`src/rtl/upd_issue_queue_if.sv`:
```
// Handshake bundle between an update source / HDU and upd_issue_queue.
// Latency: none (wiring only).
// Backpressure: in_ready from the queue; stall_signal from the HDU.
// Optional macro UPD_ISSUE_STATS_EN adds the stall_cycles / issued_cnt counters.
interface upd_issue_queue_if #(
  parameter int ADDR_W     = 16,
  parameter int DATA_W     = 32,
  parameter int Bank_Num_W = 5
);
  logic [ADDR_W-1:0]     in_addr;
  logic [DATA_W-1:0]     in_data;
  logic                  in_valid;
  logic                  in_ready;
  logic [ADDR_W-1:0]     Raddr0;
  logic                  Raddr_valid0;
  logic                  stall_signal;
  logic [ADDR_W-1:0]     out_addr;
  logic [Bank_Num_W-1:0] out_bank;
  logic [DATA_W-1:0]     out_data;
  logic                  out_valid;
  logic                  flush;
  logic                  empty;
`ifdef UPD_ISSUE_STATS_EN
  logic [31:0]           stall_cycles;
  logic [31:0]           issued_cnt;
`endif

  // Queue side
  modport slave (
    input  in_addr, in_data, in_valid, stall_signal, flush,
    output in_ready, Raddr0, Raddr_valid0, out_addr, out_bank, out_data, out_valid, empty
`ifdef UPD_ISSUE_STATS_EN
    , output stall_cycles, issued_cnt
`endif
  );

  // Upstream producer + HDU + downstream consumer side
  modport master (
    output in_addr, in_data, in_valid, stall_signal, flush,
    input  in_ready, Raddr0, Raddr_valid0, out_addr, out_bank, out_data, out_valid, empty
`ifdef UPD_ISSUE_STATS_EN
    , input stall_cycles, issued_cnt
`endif
  );
endinterface

```
`src/rtl/upd_issue_queue.sv`:
```
// Update issue queue: FIFO of edge updates in front of the HDU, issues head when not stalled.
// Latency: write-to-present 1 cycle; issue-to-out_valid 1 cycle; 1 update/cycle sustained.
// Backpressure: in_ready = not full (current count only) and not flush; stall holds the head.
// Optional macro UPD_ISSUE_STATS_EN adds saturating stall_cycles / issued_cnt counters.
module upd_issue_queue #(
  parameter int ADDR_W     = 16,
  parameter int DATA_W     = 32,
  parameter int DEPTH_W    = 3,
  parameter int Bank_Num_W = 5
) (
  input logic              clk,
  input logic              rst,
  upd_issue_queue_if.slave q
);

  localparam int DEPTH = 1 << DEPTH_W;
  localparam logic [DEPTH_W:0] FULL_CNT = (DEPTH_W+1)'(DEPTH);

  typedef enum logic [1:0] {IDLE, RUN, HOLD} state_e;

  logic [ADDR_W-1:0]     addr_mem [DEPTH];
  logic [DATA_W-1:0]     data_mem [DEPTH];
  logic [DEPTH_W:0]      wr_ptr_q, wr_ptr_d, rd_ptr_q, rd_ptr_d;
  logic [DEPTH_W:0]      count;
  state_e                state_q, state_d;
  logic                  push, pop, fifo_empty, full, last_pop;
  logic [ADDR_W-1:0]     out_addr_q;
  logic [Bank_Num_W-1:0] out_bank_q;
  logic [DATA_W-1:0]     out_data_q;
  logic                  out_valid_q;

  // Wrap bit on the pointers separates full from empty.
  assign count      = wr_ptr_q - rd_ptr_q;
  assign fifo_empty = (wr_ptr_q == rd_ptr_q);
  assign full       = (count == FULL_CNT);

  // Ready never depends on stall_signal, so a full queue refuses a push even when it pops.
  assign q.in_ready     = !full && !q.flush;
  assign q.empty        = fifo_empty;
  assign q.Raddr_valid0 = !fifo_empty;
  assign q.Raddr0       = addr_mem[rd_ptr_q[DEPTH_W-1:0]];

  assign push     = q.in_valid && q.in_ready;
  assign pop      = !fifo_empty && !q.stall_signal && !q.flush;
  assign last_pop = pop && !push && (count == (DEPTH_W+1)'(1));

  // Pointer next-state; flush drops every queued entry.
  always_comb begin
    wr_ptr_d = wr_ptr_q;
    rd_ptr_d = rd_ptr_q;
    if (q.flush) begin
      wr_ptr_d = '0;
      rd_ptr_d = '0;
    end else begin
      if (push) wr_ptr_d = wr_ptr_q + 1'b1;
      if (pop)  rd_ptr_d = rd_ptr_q + 1'b1;
    end
  end

  // Issue FSM next-state: IDLE empty, RUN flowing, HOLD head frozen by stall.
  always_comb begin
    state_d = state_q;
    case (state_q)
      IDLE: if (push) state_d = RUN;
      RUN: begin
        if (last_pop)            state_d = IDLE;
        else if (q.stall_signal) state_d = HOLD;
      end
      HOLD: if (!q.stall_signal) state_d = last_pop ? IDLE : RUN;
      default: state_d = IDLE;
    endcase
    if (q.flush) state_d = IDLE;
  end

  // Pointer and FSM state registers.
  always_ff @(posedge clk or negedge rst) begin
    if (!rst) begin
      wr_ptr_q <= '0;
      rd_ptr_q <= '0;
      state_q  <= IDLE;
    end else begin
      wr_ptr_q <= wr_ptr_d;
      rd_ptr_q <= rd_ptr_d;
      state_q  <= state_d;
    end
  end

  // Storage array; contents are only meaningful between the pointers, so no reset.
  always_ff @(posedge clk) begin
    if (push) begin
      addr_mem[wr_ptr_q[DEPTH_W-1:0]] <= q.in_addr;
      data_mem[wr_ptr_q[DEPTH_W-1:0]] <= q.in_data;
    end
  end

  // Registered issue stage toward vertex-memory read; out_valid is a single-cycle pulse.
  always_ff @(posedge clk or negedge rst) begin
    if (!rst) begin
      out_addr_q  <= '0;
      out_bank_q  <= '0;
      out_data_q  <= '0;
      out_valid_q <= 1'b0;
    end else begin
      out_valid_q <= pop;
      if (pop) begin
        out_addr_q <= q.Raddr0;
        out_bank_q <= q.Raddr0[Bank_Num_W-1:0];
        out_data_q <= data_mem[rd_ptr_q[DEPTH_W-1:0]];
      end
    end
  end

  assign q.out_addr  = out_addr_q;
  assign q.out_bank  = out_bank_q;
  assign q.out_data  = out_data_q;
  assign q.out_valid = out_valid_q;

`ifdef UPD_ISSUE_STATS_EN
  logic [31:0] stall_cycles_q, issued_cnt_q;

  // Saturating counters of stalled-presented cycles and issued pulses.
  always_ff @(posedge clk or negedge rst) begin
    if (!rst) begin
      stall_cycles_q <= '0;
      issued_cnt_q   <= '0;
    end else if (q.flush) begin
      stall_cycles_q <= '0;
      issued_cnt_q   <= '0;
    end else begin
      if (!fifo_empty && q.stall_signal && (stall_cycles_q != '1))
        stall_cycles_q <= stall_cycles_q + 32'd1;
      if (out_valid_q && (issued_cnt_q != '1))
        issued_cnt_q <= issued_cnt_q + 32'd1;
    end
  end

  assign q.stall_cycles = stall_cycles_q;
  assign q.issued_cnt   = issued_cnt_q;
`endif

endmodule

```
`src/flat_wrapper.sv`:
```
// flat-port wrapper written by rule: the top's interface ports become plain ports
module upd_issue_queue_flat 
#(
  parameter int ADDR_W     = 16,
  parameter int DATA_W     = 32,
  parameter int DEPTH_W    = 3,
  parameter int Bank_Num_W = 5
)
  (clk, rst, q_in_addr, q_in_data, q_in_valid, q_stall_signal, q_flush, q_in_ready, q_Raddr0, q_Raddr_valid0, q_out_addr, q_out_bank, q_out_data, q_out_valid, q_empty);
  upd_issue_queue_if #(.ADDR_W(ADDR_W), .DATA_W(DATA_W), .Bank_Num_W(Bank_Num_W)) q_i ();
  input logic clk;
  input logic rst;
  input wire logic [$bits(q_i.in_addr)-1:0] q_in_addr;
  input wire logic [$bits(q_i.in_data)-1:0] q_in_data;
  input wire logic [$bits(q_i.in_valid)-1:0] q_in_valid;
  input wire logic [$bits(q_i.stall_signal)-1:0] q_stall_signal;
  input wire logic [$bits(q_i.flush)-1:0] q_flush;
  output wire logic [$bits(q_i.in_ready)-1:0] q_in_ready;
  output wire logic [$bits(q_i.Raddr0)-1:0] q_Raddr0;
  output wire logic [$bits(q_i.Raddr_valid0)-1:0] q_Raddr_valid0;
  output wire logic [$bits(q_i.out_addr)-1:0] q_out_addr;
  output wire logic [$bits(q_i.out_bank)-1:0] q_out_bank;
  output wire logic [$bits(q_i.out_data)-1:0] q_out_data;
  output wire logic [$bits(q_i.out_valid)-1:0] q_out_valid;
  output wire logic [$bits(q_i.empty)-1:0] q_empty;
  assign q_i.in_addr = q_in_addr;
  assign q_i.in_data = q_in_data;
  assign q_i.in_valid = q_in_valid;
  assign q_i.stall_signal = q_stall_signal;
  assign q_i.flush = q_flush;
  assign q_in_ready = q_i.in_ready;
  assign q_Raddr0 = q_i.Raddr0;
  assign q_Raddr_valid0 = q_i.Raddr_valid0;
  assign q_out_addr = q_i.out_addr;
  assign q_out_bank = q_i.out_bank;
  assign q_out_data = q_i.out_data;
  assign q_out_valid = q_i.out_valid;
  assign q_empty = q_i.empty;
  upd_issue_queue #(.ADDR_W(ADDR_W), .DATA_W(DATA_W), .DEPTH_W(DEPTH_W), .Bank_Num_W(Bank_Num_W)) u_core (.clk(clk), .rst(rst), .q(q_i));
endmodule
```
`config.mk`:
```
export PLATFORM = sky130hd
export DESIGN_NAME = upd_issue_queue_flat
export DESIGN_NICKNAME = d
export VERILOG_FILES = /design/src/rtl/upd_issue_queue_if.sv /design/src/rtl/upd_issue_queue.sv /design/src/flat_wrapper.sv
export SDC_FILE = /design/constraint.sdc
export NUM_CORES = 1
export LEC_CHECK = 0
export BUFFER_PORTS_ARGS = -buffer_cell sky130_fd_sc_hd__buf_4
export CAP_MARGIN = 20
export CORE_MARGIN = 2
export CORE_UTILIZATION = 50
export CTS_BUF_LIST = sky130_fd_sc_hd__clkbuf_8
export CTS_CLUSTER_SIZE = 14
export DETAILED_ROUTE_END_ITERATION = 16
export MAX_ROUTING_LAYER = met4
export PLACE_DENSITY = 0.68
export SLEW_MARGIN = 20
export SYNTH_ARGS = -nofsm -noshare
export SYNTH_HDL_FRONTEND = slang
export SYNTH_SLANG_ARGS = --single-unit
```
`constraint.sdc`:
```
create_clock -name clk -period 13.74 [get_ports clk]
set_input_delay 4.122 -clock clk [delete_from_list [all_inputs] [get_ports clk]]
set_output_delay 4.122 -clock clk [all_outputs]
set_load 0.03 [all_outputs]
```
* Word level (Yosys, flattened, before mapping)
Memories as Yosys holds them, arrays and structs flattened. A register that Yosys moved wholly into a read port is not among the register bits. Cells that the tools add are included.
Word-level totals: memory bits (writable) 384, memories kept 2, register bits after elaboration 30, input port bits 53, word-level logic and storage cells 29, output and inout port bits 73
Operators by class: mux-type cells 6, eq/ne operators 2, reduce and logical (&&, ||, !) cells 11, $add $sub $neg 3
Memories:
- u_core.data_mem | depth 8, width 32, rd ports 1, clocked after memory_dff 1, write ports 1, line upd_issue_queue.sv:22 | logic [DATA_W-1:0] data_mem [DEPTH];
- u_core.addr_mem | depth 8, width 16, rd ports 1, clocked after memory_dff 0, write ports 1, line upd_issue_queue.sv:21 | logic [ADDR_W-1:0] addr_mem [DEPTH];
Operators with widths (count):
- $mux W4 | 4
- $add A4 B1 Y4 const B | 2
- $logic_not A1 Y1 | 5
- $eq A4 B4 Y1 | 1
- $eq A4 B4 Y1 const B | 1
- $logic_and A1 B1 Y1 | 4
- $reduce_bool A2 Y1 | 2
- $sub A4 B4 Y4 | 1
- $mux W1 | 2

* Depth between registers and ports, before layout
Gate-level depths: netlist (run 1).
word-level depth 7, gate-level depth with buffers 10, mapped depth without buffers 6

* Worst setup path before layout (run 1)
No wires, ideal clock.
path type input to register, start point in q_in_valid, end point mem u_core.addr_mem[2][0], enable pin, setup time 0.590 ns, cell stages on the path 4, arrival 9.602 ns, path buffers 1, data required time 13.150 ns, path slack 3.548 ns, cell sequence clkbuf_2 and3_1 a41oi_4 nor4b_1
Between the ends: cells in the longest elaborated chain, start to end 3
RTL lines:
- start, declared | line flat_wrapper.sv:15 | input wire logic [$bits(q_i.in_valid)-1:0] q_in_valid;
- $logic_and A1 B1 Y1 | line upd_issue_queue.sv:43 | assign push = q.in_valid && q.in_ready;
- $mux W1 | line upd_issue_queue.sv:90 | if (push) begin
- $mux W1 (implied by the code) | line upd_issue_queue.sv:91 | addr_mem[wr_ptr_q[DEPTH_W-1:0]] <= q.in_addr;
- end, declared | line upd_issue_queue.sv:21
Every way passes these cells.

* Final worst setup path (run 1)
start point in q_flush, end point out q_in_ready
Between the ends: cells in the longest elaborated chain, start to end 2
RTL lines:
- start, declared | line flat_wrapper.sv:17 | input wire logic [$bits(q_i.flush)-1:0] q_flush;
- $logic_not A1 Y1 | line upd_issue_queue.sv:38 | assign q.in_ready = !full && !q.flush;
- $logic_and A1 B1 Y1 | line upd_issue_queue.sv:38
- end, declared | line flat_wrapper.sv:18 | output wire logic [$bits(q_i.in_ready)-1:0] q_in_ready;
Every way passes these cells.

==> results of run 1 <==
[worst max-delay path by stage]
stage	from	to	cells past startpoint
global route	q_flush	q_in_ready	3
finish	q_flush	q_in_ready	3
floorplan	q_in_valid	u_core.addr_mem[2][0]	4
detailed placement	q_flush	q_in_ready	3
global placement	q_flush	q_in_ready	3
CTS	q_flush	q_in_ready	3
[per-stage QoR]
step / setup WS [ns] / total power, W / std cells
2_1_floorplan: 3.548 / 0.002484 / 864
3_3_place_gp: 5.043 / 0.002816 / 1404
3_5_place_dp: 5.024 / 0.002830 / 1404
4_1_cts: 5.024 / 0.003864 / 1537
5_1_grt: 4.995 / 0.004003 / 1538
6_report: 5.020 / 0.003814 / 1538
[metal layers]
metal  vias to the layer above  share of wire [%]  track usage [%]
li1                       3781                  -                -
met1                      4410                 45            28.90
met2                       289                 48            30.74
met3                        38                6.5            4.278
met4                         0                1.3            6.044
met5                         -                  0                -
[cells in the mapped netlist, types with 3 or more instances]
| master | n |
|---|---|
| nand2_1 | 115 |
| mux4_2 | 96 |
| nor2_1 | 54 |
| edfxtp_1 | 384 |
| clkbuf_1 | 25 |
| nor3_1 | 3 |
| ha_1 | 5 |
| buf_4 | 12 |
| nor4_1 | 3 |
| a31oi_1 | 50 |
| buf_2 | 14 |
| inv_1 | 5 |
| dfrtp_1 | 57 |
| nand3_1 | 5 |
| nor4b_1 | 3 |
[state kept, by name, summed over array words and instances, names as in the netlist]
register,flops
u_core.data_mem,256
u_core.q.out_valid,1
u_core.q.out_addr,12
u_core.q.out_data,32
u_core.addr_mem,128
u_core.q.out_bank,4
u_core.rd_ptr_q,4
u_core.wr_ptr_q,4
[cell usage in the layout (no fill, tap or decap), types with 2 or more instances in the layout]
cell type / count
buf_4: 145
and3_1: 2
nand4_1: 2
inv_6: 4
a21oi_1: 2
dfrtp_1: 54
nor2b_1: 2
nor4b_2: 2
edfxtp_1: 384
nand2_1: 115
nor3_2: 2
nor2_1: 54
xnor2_1: 2
ha_1: 5
clkinvlp_4: 3
nor4_2: 2
clkbuf_8: 76
nor4b_4: 2
inv_1: 40
mux4_2: 96
a31oi_1: 50
nand3_1: 5
clkinv_1: 13
dfrtp_4: 3
[cells by family after synthesis]
| kind of cell | synth area share (%) |
|---|---|
| flip-flops | 77.14 |
| multiplexers | 13.17 |
| AND/OR/NAND/NOR | 4.931 |
| adder cells (fa/ha/maj) | 0.3724 |
| AO/OA/AOI/OAI | 2.488 |
| XOR/XNOR | 0.2012 |
| buffers and inverters | 1.698 |
[final cells by class]
type | instances | area [um2] | area share, %
Antenna cell | 1 | 2.502 | 0.01278
Sequential cell | 441 | 12970 | 66.23
Timing Repair Buffer | 145 | 1089 | 5.559
Multi-Input combinational cell | 364 | 3618 | 18.48
Tap cell | 448 | 560.5 | 2.863
Inverter | 6 | 22.52 | 0.1150
Clock inverter | 57 | 272.8 | 1.393
Clock buffer | 76 | 1046 | 5.342
[power groups by stage]
stage	registers, W	clock network, W	logic (W)
final	0.00175	0.00103	0.00104
after global routing	0.00176	0.00112	0.00112
after CTS	0.00175	0.00106	0.00106
after detailed placement	0.00177	0	0.00106
after global placement	0.00177	0	0.00105
after floorplan	0.00187	0	0.000616
[tightest hold or removal path: cells and delay by family (launching register included)]
family	cells	cell delay, ns
AO/OA/AOI/OAI	1	0.12
flip-flops	1	0.34
AND/OR/NAND/NOR	1	0.05
==> results.yml, run 1 <==
cts:
  h-tree-depth: 3
  cts_buffers: 72
  post_cts_buffers: 0
  clock_latency_ns: 0.60
  cts-root-buf: "clkbuf_8"
  clkTransAtPathRegs_ns: 0.06
  cts.hold.buffers_added: 0
  cts_resized: 0
  clock_path_buffers: 3
  cts_tree: "yes"
  clock-sinks: 441
sta:
  finalClockSkew_ns: 0.03186
  worst_pin_slew_ns: 0.9917
  whs_ns: 0.5481
  period_minus_slack_ns: 8.720
  hold_viol_final: 0
  rsz0062_at_grt: "false"
  slew_violations: 0
  finalSetupViolations: 0
  setup-tns-final_ns: 0
  finalCritPeriodShare_pct: 63.46
  maxSlewHeadroom_pct: 33.89
  timing.fmax_mhz: 114.7
min_path:
  worstHoldStart: "u_core.q.out_addr[9]"
  min_path_cells: 2
  holdPathEnd: "u_core.q.out_addr[9]"
  hold_path_class: "reg -> reg"
logic_synthesis:
  synthCells: 864
  synth_nets: 922
  synth_edf_count: 384
  ys_ff_latch: 441
  synth.top_cell.area_share_pct: 68.65
  syn_area_mm2: 0.01680
  yosys-top-cells-area: "edfxtp_1 (69%), mux4_2 (13%), dfrtp_1 (8.5%)"
  async_reset_ff_share_pct: 12.93
  yosysUniqueCellTypes: 42
  synth_warnings: 0
  synth_seq_area_share_pct: 77.14
  synth.avg_cell_area_um2: 19.44
  synth_top_area_cell: "edfxtp_1"
  synth_ff_type: "edfxtp_1"
critical_path:
  path_max_fanout: 15
  cp-end-kind: "output pin"
  worstSetupPathType: "in -> out"
  r2r-start: "u_core.rd_ptr_q[1]"
  r2r_slack_ns: 9.46
  start_kind: "input port"
  crit_chain: "buf_4, nor2_1, buf_4"
  critical_path.top_delay_family: "buffers and inverters"
  cp_slowest_stage_delay_ns: 0.17
  reg2regPathDepth: 7
  arrival_ns: 4.60
  worst-path-buf-inv: 2
  cp_data_required_time_ns: 9.62
  reg2reg_to: "u_core.data_mem[5][12]"
  crit_top_cell: "buf_4"
  crit_path_top_delay_cell: "buf_4"
finish:
  fillers: 2481
  layout.nets: 1088
  area_growth_pct: 16.57
  fin_util_pct: 58.83
  stdcell_area_mm2: 0.01958
  drive_above_1_share_pct: 31.68
power:
  power_frac_seq_pct: 45.8
  pwr-share-clk_pct: 27.0
  pwr-share-comb_pct: 27.2
  p_int_w: 0.002605
  peakVddDrop_mv: 0.09157
  p_leak_nw: 6.719
  power.density_mw_per_mm2: 194.8
  switching_power_w: 0.001209
  switching_share_pct: 31.71
floorplan:
  initial_core_util_pct: 50.47
  dieHeight_um: 187.3
  dieArea_mm2: 0.03508
  die_w_um: 187.3
  num_rows: 67
  core_area_mm2: 0.03328
  pin_count: 126
route:
  routedWlPerCell_um: 22.12
  vias_per_cell: 5.538
  drt-initial-drc-count: 755
  vias: 8518
  drtAntennaViolNets: 0
  first_pass_iters: 5
  drt-total-wl_um: 34030
  drc: 0
grt:
  antenna_found_initial: 1
  grt.total_usage_pct: 20.53
  grt_pass1_wl_um: 52100
  grt_max_degree: 66
  grt_pass1_vias: 8706
  globalRoute.totalOverflow: 0
placement:
  placed_area_mm2: 0.01826
  port_buffers: 125
  globalplace.congestion: 0.7437
  dp_hpwl_um: 18000
run:
  maxCapViolCount: 0
outcome:
  outcome: "finished clean"
Power figures use the tool's default switching activity.
==> inputs of run 2 (changes only) <==
PLACE_DENSITY = 0.71   (was 0.68)
clock period = 7.55 ns   (was 13.74 ns; I/O delays follow)
==> run 2 against run 1 <==
Critical path depth increased by 4; register-to-register slack got worse by 6.6 ns; via count increased by 1.1%; total power increased by 82%; worst setup slack got worse by 3.5 ns; global-route usage increased by 0.23 points; final area decreased by 0.10%; sequential power increased by 83%; cell count decreased by 0.26%; hold slack improved by 0.0045 ns; critical path type is now reg -> out; largest cell class unchanged; largest power group unchanged.
==> results.yml, run 2 (same netlist as run 1, synthesis figures left out) <==
outcome:
  outcome: "finished clean"
power:
  power.density_mw_per_mm2: 354.7
  peakVddDrop_mv: 0.1949
  switching_power_w: 0.002205
  switching_share_pct: 31.79
  p_int_w: 0.004732
  pwr-share-clk_pct: 26.9
  power_frac_seq_pct: 46.2
  p_leak_nw: 6.649
  pwr-share-comb_pct: 26.9
finish:
  multi_input_area_mm2: 0.003618
  layout_commonest_cell: "edfxtp_1"
  fillers: 2480
  drive_above_1_share_pct: 32.41
  most-common-layout-cells: "edfxtp_1 (384), buf_4 (143), nand2_1 (115)"
  instances_no_fill: 1534
  area_growth_pct: 16.45
  largest_register_ffs: 256
  seq_area_mm2: 0.01297
  layout.nets: 1084
route:
  vias: 8611
  wl_met1_um: 14790
  drt-initial-drc-count: 772
  drc: 0
  drt-total-wl_um: 34420
  routed.top_layer: "met4"
  dr_wl_met3_um: 1982
  wl_met2_um: 16920
  first_pass_iters: 5
  vias_per_cell: 5.613
  routedWlPerCell_um: 22.44
  drtAntennaViolNets: 0
grt:
  globalRoute.totalOverflow: 0
  grt.total_usage_pct: 20.76
  antenna_found_initial: 3
  grt_pass1_wl_um: 53120
  grt_pass1_vias: 9010
  grt_max_degree: 70
sta:
  whs_ns: 0.5526
  finalClockSkew_ns: 0.02515
  rsz0062_at_grt: "false"
  finalSetupViolations: 0
  maxSlewHeadroom_pct: 31.47
  hold_viol_final: 0
  finalCritPeriodShare_pct: 79.39
  slew_violations: 0
  timing.fmax_mhz: 166.8
  worst_pin_slew_ns: 1.028
  period_minus_slack_ns: 5.994
  worst_slack_ns: 1.556
cts:
  cts.hold.buffers_added: 0
  cts-root-buf: "clkbuf_8"
  h-tree-depth: 3
  cts_buffers: 70
  post_cts_buffers: 0
  clock_latency_ns: 0.58
  clock_path_buffers: 3
  clock-sinks: 441
  clkTransAtPathRegs_ns: 0.07
  cts_tree: "yes"
  cts_resized: 0
critical_path:
  crit_path_top_delay_cell: "clkinv_1"
  worst-path-buf-inv: 2
  crit_chain: "clkinv_1, ha_1, nor4bb_1, mux2i_2, a21oi_1, nor2_1, buf_4"
  path_max_fanout: 19
  cp-end-kind: "output pin"
  arrival_ns: 3.73
  start_kind: "register"
  r2r_slack_ns: 2.88
  worstSetupPathType: "reg -> out"
  cp_slowest_stage_delay_ns: 0.68
  cp_data_required_time_ns: 5.29
  critical_path.top_delay_family: "buffers and inverters"
floorplan:
  num_rows: 67
  core_area_mm2: 0.03328
  dieArea_mm2: 0.03508
  initial_core_util_pct: 50.47
  die_w_um: 187.3
  pin_count: 126
  dieHeight_um: 187.3
placement:
  preCtsSetupSlack_ns: 2.142
  globalplace.congestion: 0.7548
  dp_hpwl_um: 18060
  dp_cells: 1402
  port_buffers: 125
run:
  maxCapViolCount: 0
min_path:
  hold_path_class: "reg -> reg"
-- run 2: cell count changes in the layout (fill, tap and decap cells not counted), sizes merged --
cell	before	now
inv	45	26
clkinvlp	3	4
clkbuf	76	75
clkinv	14	29
buf	145	143
diode	1	3
-- run 2: power by group through the flow --
stage          combinational (W)  clock (W)  sequential [W]
5_1_grt                  0.00201    0.00202         0.00325
4_1_cts                  0.00189    0.00192         0.00321
2_1_floorplan            0.00112          0         0.00340
3_3_place_gp             0.00187          0         0.00325
6_report                 0.00187    0.00187         0.00320
3_5_place_dp             0.00189          0         0.00326
-- run 2: through the flow --
step | setup TNS [ns] | power (W) | cell area [um2] | utilization (%)
6_report | 0 | 0.006938 | 19560 | 58.77
5_1_grt | 0 | 0.007272 | 19560 | 58.77
4_1_cts | 0 | 0.007024 | 19550 | 58.75
3_5_place_dp | 0 | 0.005151 | 18240 | 54.82
3_3_place_gp | 0 | 0.005116 | 18240 | 54.82
2_1_floorplan | -108.78 | 0.004521 | 16800 | -
-- run 2: metal layers --
layer,global-route usage (%),vias to the layer above
li1,-,3773
met1,28.16,4499
met2,32.37,286
met3,3.884,53
met4,6.502,0
met5,-,-
-- run 2: cell type report --
type | instances | share of cell area (%)
multi-input cells | 364 | 18.50
clock inverters | 54 | 1.414
well taps | 448 | 2.866
inverters | 6 | 0.1151
repair buffers | 143 | 5.488
diodes | 3 | 0.03838
clock buffers | 75 | 5.277
flip-flops and latches | 441 | 66.30
-- run 2: worst min-delay path, stage by stage, from the launching register on --
cell and delay [ns]:
dfrtp_1 0.38, nor2_1 0.10, a31oi_1 0.04
-- run 2: path summary, 6_finish.rpt --
| check | end | cells after the start | start |
|---|---|---|---|
| max reg2reg | u_core.data_mem[0][4] | 7 | u_core.rd_ptr_q[2] |
| max in group asynchronous | u_core.rd_ptr_q[0] | 1 | rst |
| min in group asynchronous | u_core.q.out_addr[7] | 1 | rst |
| max | q_in_ready | 7 | u_core.rd_ptr_q[2] |
| min reg2reg | u_core.q.out_data[1] | 2 | u_core.q.out_data[1] |
| min | u_core.q.out_data[1] | 2 | u_core.q.out_data[1] |
==> inputs of run 3 (changes only) <==
clock period = 5.36 ns   (was 7.55 ns; I/O delays follow)
==> run 3 against run 2 <==
Global-route usage is 0.18 points lower; total power rose by 41%; die area did not move; critical path depth did not move; register-to-register slack worse by 1.5 ns; cell count decreased by 0.20%.
==> results.yml, run 3 (same netlist as run 1, synthesis figures left out) <==
outcome:
  outcome: "finished clean"
floorplan:
  die_w_um: 187.3
  pin_count: 126
  dieHeight_um: 187.3
  core_area_mm2: 0.03328
  num_rows: 67
  dieArea_mm2: 0.03508
  initial_core_util_pct: 50.47
sta:
  finalCritPeriodShare_pct: 87.38
  rsz0062_at_grt: "false"
  finalSetupViolations: 0
  hold_viol_final: 0
  finalClockSkew_ns: 0.03437
  slew_violations: 0
  period_minus_slack_ns: 4.684
  maxSlewHeadroom_pct: 32.86
  worst_pin_slew_ns: 1.007
  timing.fmax_mhz: 213.5
  whs_ns: 0.5485
critical_path:
  start_kind: "register"
  arrival_ns: 3.08
  cp-end-kind: "output pin"
  path_max_fanout: 26
  cp_data_required_time_ns: 3.75
  worstSetupPathType: "reg -> out"
finish:
  largest_register_ffs: 256
  layout.nets: 1083
  fillers: 2443
  most-common-layout-cells: "edfxtp_1 (384), buf_4 (140), nand2_1 (115)"
  drive_above_1_share_pct: 31.79
  seq_area_mm2: 0.01297
  fin_util_pct: 58.96
  area_growth_pct: 16.83
  multi_input_area_mm2: 0.003666
  layout_commonest_cell: "edfxtp_1"
power:
  switching_power_w: 0.003087
  p_int_w: 0.006699
  pwr-share-clk_pct: 26.6
  pwr-share-comb_pct: 27.9
  power_frac_seq_pct: 45.5
  power.density_mw_per_mm2: 498.6
  p_leak_nw: 6.691
  peakVddDrop_mv: 0.3195
  switching_share_pct: 31.54
placement:
  globalplace.congestion: 0.7516
  port_buffers: 125
  dp_hpwl_um: 17810
route:
  drtAntennaViolNets: 0
  routed.top_layer: "met4"
  vias: 8476
  drt-total-wl_um: 34030
  routedWlPerCell_um: 22.23
  wl_met2_um: 16160
  drt-initial-drc-count: 651
  drc: 0
  first_pass_iters: 5
  wl_met1_um: 15030
  dr_wl_met3_um: 2421
  vias_per_cell: 5.536
grt:
  antenna_found_initial: 3
  grt_max_degree: 84
  globalRoute.totalOverflow: 0
  grt_pass1_wl_um: 52760
  grt_pass1_vias: 8952
  grt.total_usage_pct: 20.58
min_path:
  hold_path_class: "reg -> reg"
cts:
  cts_tree: "yes"
  h-tree-depth: 3
  cts.hold.buffers_added: 0
  post_cts_buffers: 0
  clock_path_buffers: 3
  cts-root-buf: "clkbuf_8"
  clock-sinks: 441
  cts_buffers: 69
  clkTransAtPathRegs_ns: 0.06
  clock_latency_ns: 0.58
  cts_resized: 0
run:
  maxCapViolCount: 0
==> run 3: cell types whose count changed in the layout (fill, tap and decap cells not counted), sizes merged <==
cell,change
clkinv,-10
inv,+8
clkinvlp,-4
diode,+1
clkbuf,+2
==> run 3: power by group through the flow <==
stage	logic [W]	registers, W	clock network (W)
5_1_grt	0.00295	0.00449	0.00282
6_report	0.00273	0.00445	0.00260
3_3_place_gp	0.00274	0.00450	0
2_1_floorplan	0.00161	0.00476	0
3_5_place_dp	0.00278	0.00452	0
4_1_cts	0.00278	0.00445	0.00268
==> run 3: layout make-up <==
| type | count | share of cell area [%] |
|---|---|---|
| Antenna cell | 4 | 0.05101 |
| Clock buffer | 77 | 5.400 |
| Clock inverter | 48 | 1.148 |
| Inverter | 6 | 0.1148 |
| Multi-Input combinational cell | 364 | 18.68 |
| Sequential cell | 441 | 66.09 |
| Tap cell | 448 | 2.856 |
| Timing Repair Buffer | 143 | 5.662 |
==> run 3: per-layer routing <==
metal  vias up  global-route usage [%]
li1       3774                       -
met1      4392                   28.51
met2       277                   30.94
met3        33                   5.178
met4         0                   5.433
met5         -                       -
==> run 3: path summary, 6_finish.rpt <==
path,slack (ns),startpoint,cells after the start,end
worst max-delay path,0.68,u_core.rd_ptr_q[2],7,q_in_ready
worst min-delay path,0.55,u_core.q.out_addr[10],2,u_core.q.out_addr[10]
worst max register to register,1.37,u_core.rd_ptr_q[2],7,u_core.data_mem[1][30]
worst min register to register,0.55,u_core.q.out_addr[10],2,u_core.q.out_addr[10]
max in group asynchronous,3.47,rst,1,u_core.rd_ptr_q[2]
min in group asynchronous,1.18,rst,1,u_core.q.out_addr[10]
==> run 3: critical path, cell delays in order (launching register included) <==
cell and delay (ns):
dfrtp_4 0.68, clkinv_1 0.18, ha_1 0.44, nor4b_1 0.41
mux2i_2 0.24, a21oi_1 0.33, nor2_1 0.07, buf_4 0.17
==> run 3: stage by stage <==
stage	area (um2)	TNS [ns]	power, W	cells	worst slack [ns]
floorplan	16870	-20.00	0.006369	864	-0.2084
global placement	18330	0	0.007242	1402	1.309
detailed placement	18330	0	0.007297	1402	1.261
CTS	19610	0	0.009910	1527	0.6369
global route	19620	0	0.01026	1531	0.4864
finish	19620	0	0.009785	1531	0.6764
